**config.mk**
```make
export PLATFORM = sky130hd
export DESIGN_NAME = led_frame_scheduler
export DESIGN_NICKNAME = d
export VERILOG_FILES = /design/src/rtl/led_frame_scheduler.sv
export SDC_FILE = /design/constraint.sdc
export NUM_CORES = 1
export LEC_CHECK = 0
export CORE_AREA = 2 2 157 159
export DETAILED_ROUTE_END_ITERATION = 12
export DIE_AREA = 0 0 159 161
export GPL_ROUTABILITY_DRIVEN = 0
export HOLD_SLACK_MARGIN = 0.12
export PLACE_DENSITY = 0.69
export RECOVER_POWER = 100
export SLEW_MARGIN = 20
export SYNTH_ARGS = -nofsm -noshare
export SYNTH_HDL_FRONTEND = slang
export SYNTH_SLANG_ARGS = --single-unit
```
**constraint.sdc**
```tcl
create_clock -name clk -period 2.78 [get_ports clk]
set_clock_uncertainty 0.05 [all_clocks]
set_input_delay 0.556 -clock clk [delete_from_list [all_inputs] [get_ports clk]]
set_output_delay 0.556 -clock clk [all_outputs]
set_load 0.01 [all_outputs]
```
**src/rtl/led_frame_scheduler.sv**
```systemverilog
// rtl/led_frame_scheduler.sv - double-buffered 2x(8x8) LED frame store and scan scheduler
// Optional PWM dimming is enabled by defining LED_PWM_EN, which adds the brightness port.
module led_frame_scheduler #(
  parameter int DWELL_CYCLES = 16384,
  parameter int BLANK_CYCLES = 4
) (
  input  logic       clk,
  input  logic       reset,
  input  logic       wr_valid,
  input  logic [3:0] wr_addr,
  input  logic [7:0] wr_data,
  input  logic       commit,
`ifdef LED_PWM_EN
  input  logic [3:0] brightness,
`endif
  output logic       commit_pending,
  output logic       frame_sync,
  output logic [7:0] row,
  output logic [7:0] colx,
  output logic [7:0] coly
);

  localparam int CW = $clog2(DWELL_CYCLES);
  localparam logic [CW-1:0] CNT_LAST  = CW'(DWELL_CYCLES - 1);
  localparam logic [CW-1:0] CNT_BLANK = CW'(BLANK_CYCLES);

  logic [CW-1:0] cnt_q, cnt_d;
  logic [3:0]    slot_q, slot_d;
  logic          commit_pending_q, commit_pending_d;
  logic          frame_sync_q, frame_sync_d;
  logic [7:0]    row_q, row_d;
  logic [7:0]    colx_q, colx_d;
  logic [7:0]    coly_q, coly_d;
  logic [7:0]    shadow_q [16];
  logic [7:0]    shadow_d [16];
  logic [7:0]    active_q [16];
  logic [7:0]    active_d [16];

  logic          boundary;
  logic          on;
  logic [2:0]    col;

`ifdef LED_PWM_EN
  logic [3:0]    bright_q, bright_d;
  logic [31:0]   on_len;
`endif

  always_comb begin
    cnt_d            = cnt_q;
    slot_d           = slot_q;
    shadow_d         = shadow_q;
    active_d         = active_q;
    commit_pending_d = commit_pending_q;
    boundary         = (slot_q == 4'hf) && (cnt_q == CNT_LAST);

    if (cnt_q == CNT_LAST) begin
      cnt_d  = '0;
      slot_d = slot_q + 4'd1;
    end else begin
      cnt_d  = cnt_q + CW'(1);
    end

    // Registered from the next-state counters so the pulse coincides with the boundary cycle.
    frame_sync_d = (slot_d == 4'hf) && (cnt_d == CNT_LAST);

    if (wr_valid) begin
      shadow_d[wr_addr] = wr_data;
    end

    // The copy uses the registered shadow, so a same-cycle write waits for the next commit.
    if (boundary && commit_pending_q) begin
      active_d         = shadow_q;
      commit_pending_d = 1'b0;
    end else if (commit && !commit_pending_q) begin
      commit_pending_d = 1'b1;
    end
  end

  always_comb begin
    on = (cnt_q >= CNT_BLANK);
`ifdef LED_PWM_EN
    bright_d = (cnt_q == '0) ? brightness : bright_q;
    on_len   = (32'(DWELL_CYCLES - BLANK_CYCLES) * (32'(bright_q) + 32'd1)) >> 4;
    on       = on && (32'(cnt_q) < (32'(BLANK_CYCLES) + on_len));
`endif
    col    = slot_q[3:1];
    row_d  = on ? active_q[{slot_q[0], col}] : 8'h00;
    colx_d = (on && !slot_q[0]) ? (8'h01 << col) : 8'h00;
    coly_d = (on &&  slot_q[0]) ? (8'h01 << col) : 8'h00;
  end

  always_ff @(posedge clk) begin
    if (!reset) begin
      cnt_q            <= '0;
      slot_q           <= 4'd0;
      commit_pending_q <= 1'b0;
      frame_sync_q     <= 1'b0;
      row_q            <= 8'h00;
      colx_q           <= 8'h00;
      coly_q           <= 8'h00;
      for (int i = 0; i < 16; i++) begin
        shadow_q[i] <= 8'h00;
        active_q[i] <= 8'h00;
      end
    end else begin
      cnt_q            <= cnt_d;
      slot_q           <= slot_d;
      commit_pending_q <= commit_pending_d;
      frame_sync_q     <= frame_sync_d;
      row_q            <= row_d;
      colx_q           <= colx_d;
      coly_q           <= coly_d;
      shadow_q         <= shadow_d;
      active_q         <= active_d;
    end
  end

`ifdef LED_PWM_EN
  always_ff @(posedge clk) begin
    if (!reset) begin
      bright_q <= 4'd0;
    end else begin
      bright_q <= bright_d;
    end
  end
`endif

  assign commit_pending = commit_pending_q;
  assign frame_sync     = frame_sync_q;
  assign row            = row_q;
  assign colx           = colx_q;
  assign coly           = coly_q;

endmodule

```
==> results.md <==
* Slowest stage delay, CP at 0.46 ns
* Critical path's slowest cell: and4_4
* IO Count at 42
* Later-pin clock latency in the skew report at 0.58 ns
* Sw frac at 0.213
* Router iterations before antenna repair at 5
* Largest net degree at the start of global routing at 129
* Final wirelength at 27,400 um
* Share of layout cells above drive strength 1 at 0.0987
* Final min period at 2.37 ns
* Clock Tree Buf Depth at 3
* Row cnt at 57
* Fin nets at 1,272
* First-pass GRT wire length at 43,800 um
* TritonCTS Buffers at 31
* Commonest non-fill, non-tap cell in the layout: dfxtp_1
* CP endpoint kind: flop
* Initial Util at 0.513
* Max-cap violation count at 0
* Grt ovf at 0
* Most frequent cells in the layout: 298 x dfxtp_1, 269 x nand2_1, 139 x nor2b_1
* Synth Register Bits at 300
* Via/cell ratio at 5.26
* Total clock sinks at 300
* Top delay family on crit path: simple AND/OR/NAND/NOR gates
* Least-Margin Pin Slew at 1.12 ns
* Diode count at 0
* Area after DPL at 13,100 um2
* Vias in the first global route at 7,992
* Syn. warnings at 0
* Fmax at 422 MHz
* Die W at 159 um
* Port Buffers at 41
* Syn_area_per_cell at 9.99 um2
* Netlist cell types at 45
* Setup TNS at 0 ns
* Worst Path Arrival at 2.80 ns
* DR iter-0 viols at 587
* Comb pwr share at 0.030
* RSZ-0062 raised after global routing: false
* Synthesized area at 12,300 um2
* H-tree depth at 1
* Fin. Hold Viols at 0
* Core area at 24,000 um2
* Post_cts resized at 0
* Worst hold path class: primary input to flop
* Post-CTS setup buffer count at 0
* Final Cell Area at 14,100 um2
* Antenna Nets Post-Route at 0
* Power Dens Cells at 645 nW/um2
* Die area at 25,600 um2
* Top_reg_cell synth: dfxtp_1
* Sequential share of the synthesized area at 0.489
* Leak at 0.00492 uW
* Synthesis-to-layout area growth at 15.0%
* GRT Total Usage at 0.212
* Post-synth ARST share at 0
* Initial antenna violation count at 1
* Crit-path cells: ha_1, nand4_4, nor4_4, and4_4, buf_12, nand2_1, a21boi_0
* Synth Instances at 1,230
* Psw at 1940 uW
* Reg power frac at 0.477
* Avg WL per Cell at 17.1 um
* Worst Path Required at 3.21 ns
* Chip Height at 161 um
* Detailed-route DRC error count at 0
* Fin. max-slew vios at 0
* Outcome: finished clean
* CTS root buffer: clkbuf_16
* Clock Power Share at 0.493
* Via count at 8,418
* Setup-failing EPs final at 0
* Detail Placement HPWL at 16,400 um
* CP bufs+invs at 1
* Final period util at 0.852
* Setup crit start kind: flop
* CTS tree: yes
* CTS hold repair buffers at 0
* Critical path class: flop to flop
* Syn_nets at 1,250
* Reg clk slew, reported paths at 0.06 ns
* Max-slew headroom at 0.250
* Crit-path max FO at 40
* Total internal power at 7170 uW
* VDD IR max at 0.480 mV
* Post-synth EDFFs at 0
[cell families after synthesis]
family                   synth area share
AO/OA/AOI/OAI                      0.0862
flip-flops                          0.489
XOR/XNOR                          0.00784
adder cells (fa/ha/maj)           0.00407
buffers and inverters              0.0358
AND/OR/NAND/NOR                     0.198
multiplexers                        0.179
[cells in the mapped netlist (3+ instances only)]
| master | instances | share of area |
|---|---|---|
| nor3_1 | 8 | 0.0033 |
| dfxtp_1 | 300 | 0.49 |
| nand2b_1 | 9 | 0.0046 |
| inv_1 | 4 | 0.0012 |
| or4_1 | 5 | 0.0031 |
| buf_4 | 18 | 0.011 |
| nand4_1 | 4 | 0.0020 |
| a21boi_0 | 19 | 0.012 |
| clkbuf_1 | 65 | 0.020 |
| or3_1 | 5 | 0.0025 |
| o21ai_0 | 5 | 0.0020 |
| nor2b_1 | 139 | 0.071 |
| xnor2_1 | 6 | 0.0043 |
| mux2i_1 | 130 | 0.11 |
| ha_1 | 4 | 0.0041 |
| nand3_1 | 10 | 0.0041 |
| a21boi_1 | 111 | 0.068 |
| nand3b_1 | 4 | 0.0024 |
| mux4_2 | 40 | 0.073 |
| xor2_1 | 5 | 0.0036 |
| nor2_1 | 35 | 0.011 |
| buf_2 | 7 | 0.0028 |
| a21oi_1 | 3 | 0.0012 |
| nand2_1 | 269 | 0.082 |
| and2_1 | 5 | 0.0025 |
[path summary, 6_finish.rpt]
path                start            to  slack, ns  depth (start not counted)
max reg2reg      cnt_q[1]  active_q[36]       0.41                          7
min                 reset      cnt_q[4]       0.38                          2
max              cnt_q[1]  active_q[36]       0.41                          7
min reg2reg  active_q[18]  active_q[18]       0.40                          2
[per-stage QoR]
stage	power, uW	util	instances	hold slack, ns	worst slack [ns]
2_1_floorplan	4620	-	1230	0.378	0.736
3_3_place_gp	4720	0.546	1543	0.383	0.446
3_5_place_dp	4720	0.546	1543	0.391	0.420
4_1_cts	9180	0.593	1601	0.389	0.445
5_1_grt	9350	0.590	1601	0.412	0.236
6_report	9110	0.590	1601	0.382	0.412
[layout make-up]
type / instances / area, um2
timing repair buffer: 80 / 721
tap: 324 / 405
clock buffer: 43 / 931
sequential: 300 / 6010
inverter: 4 / 15.0
clock inverter: 15 / 201
fill: 2158 / 9830
multi-input combinational: 835 / 5850
[power groups by stage]
| stage | combinational, uW | sequential (uW) | clock [uW] |
|---|---|---|---|
| global placement | 282 | 4440 | 0 |
| finish | 274 | 4350 | 4490 |
| detailed placement | 283 | 4440 | 0 |
| global route | 295 | 4350 | 4710 |
| CTS | 284 | 4350 | 4550 |
| floorplan | 183 | 4440 | 0 |
[routing by layer]
layer,global-route usage,up-vias,share of wire
met3,0.0293,31,0.040
met4,0.0434,0,0.016
li1,-,4166,-
met1,0.299,4088,0.47
met2,0.352,133,0.47
met5,0,-,0
[sequential cells by signal (all words and copies together), names as in the netlist, 4 cells and up]
name	cells
coly	8
shadow_q	128
active_q	128
colx	8
slot_q	4
row	8
cnt_q	14
No activity file was read; power rests on OpenSTA's default activity.
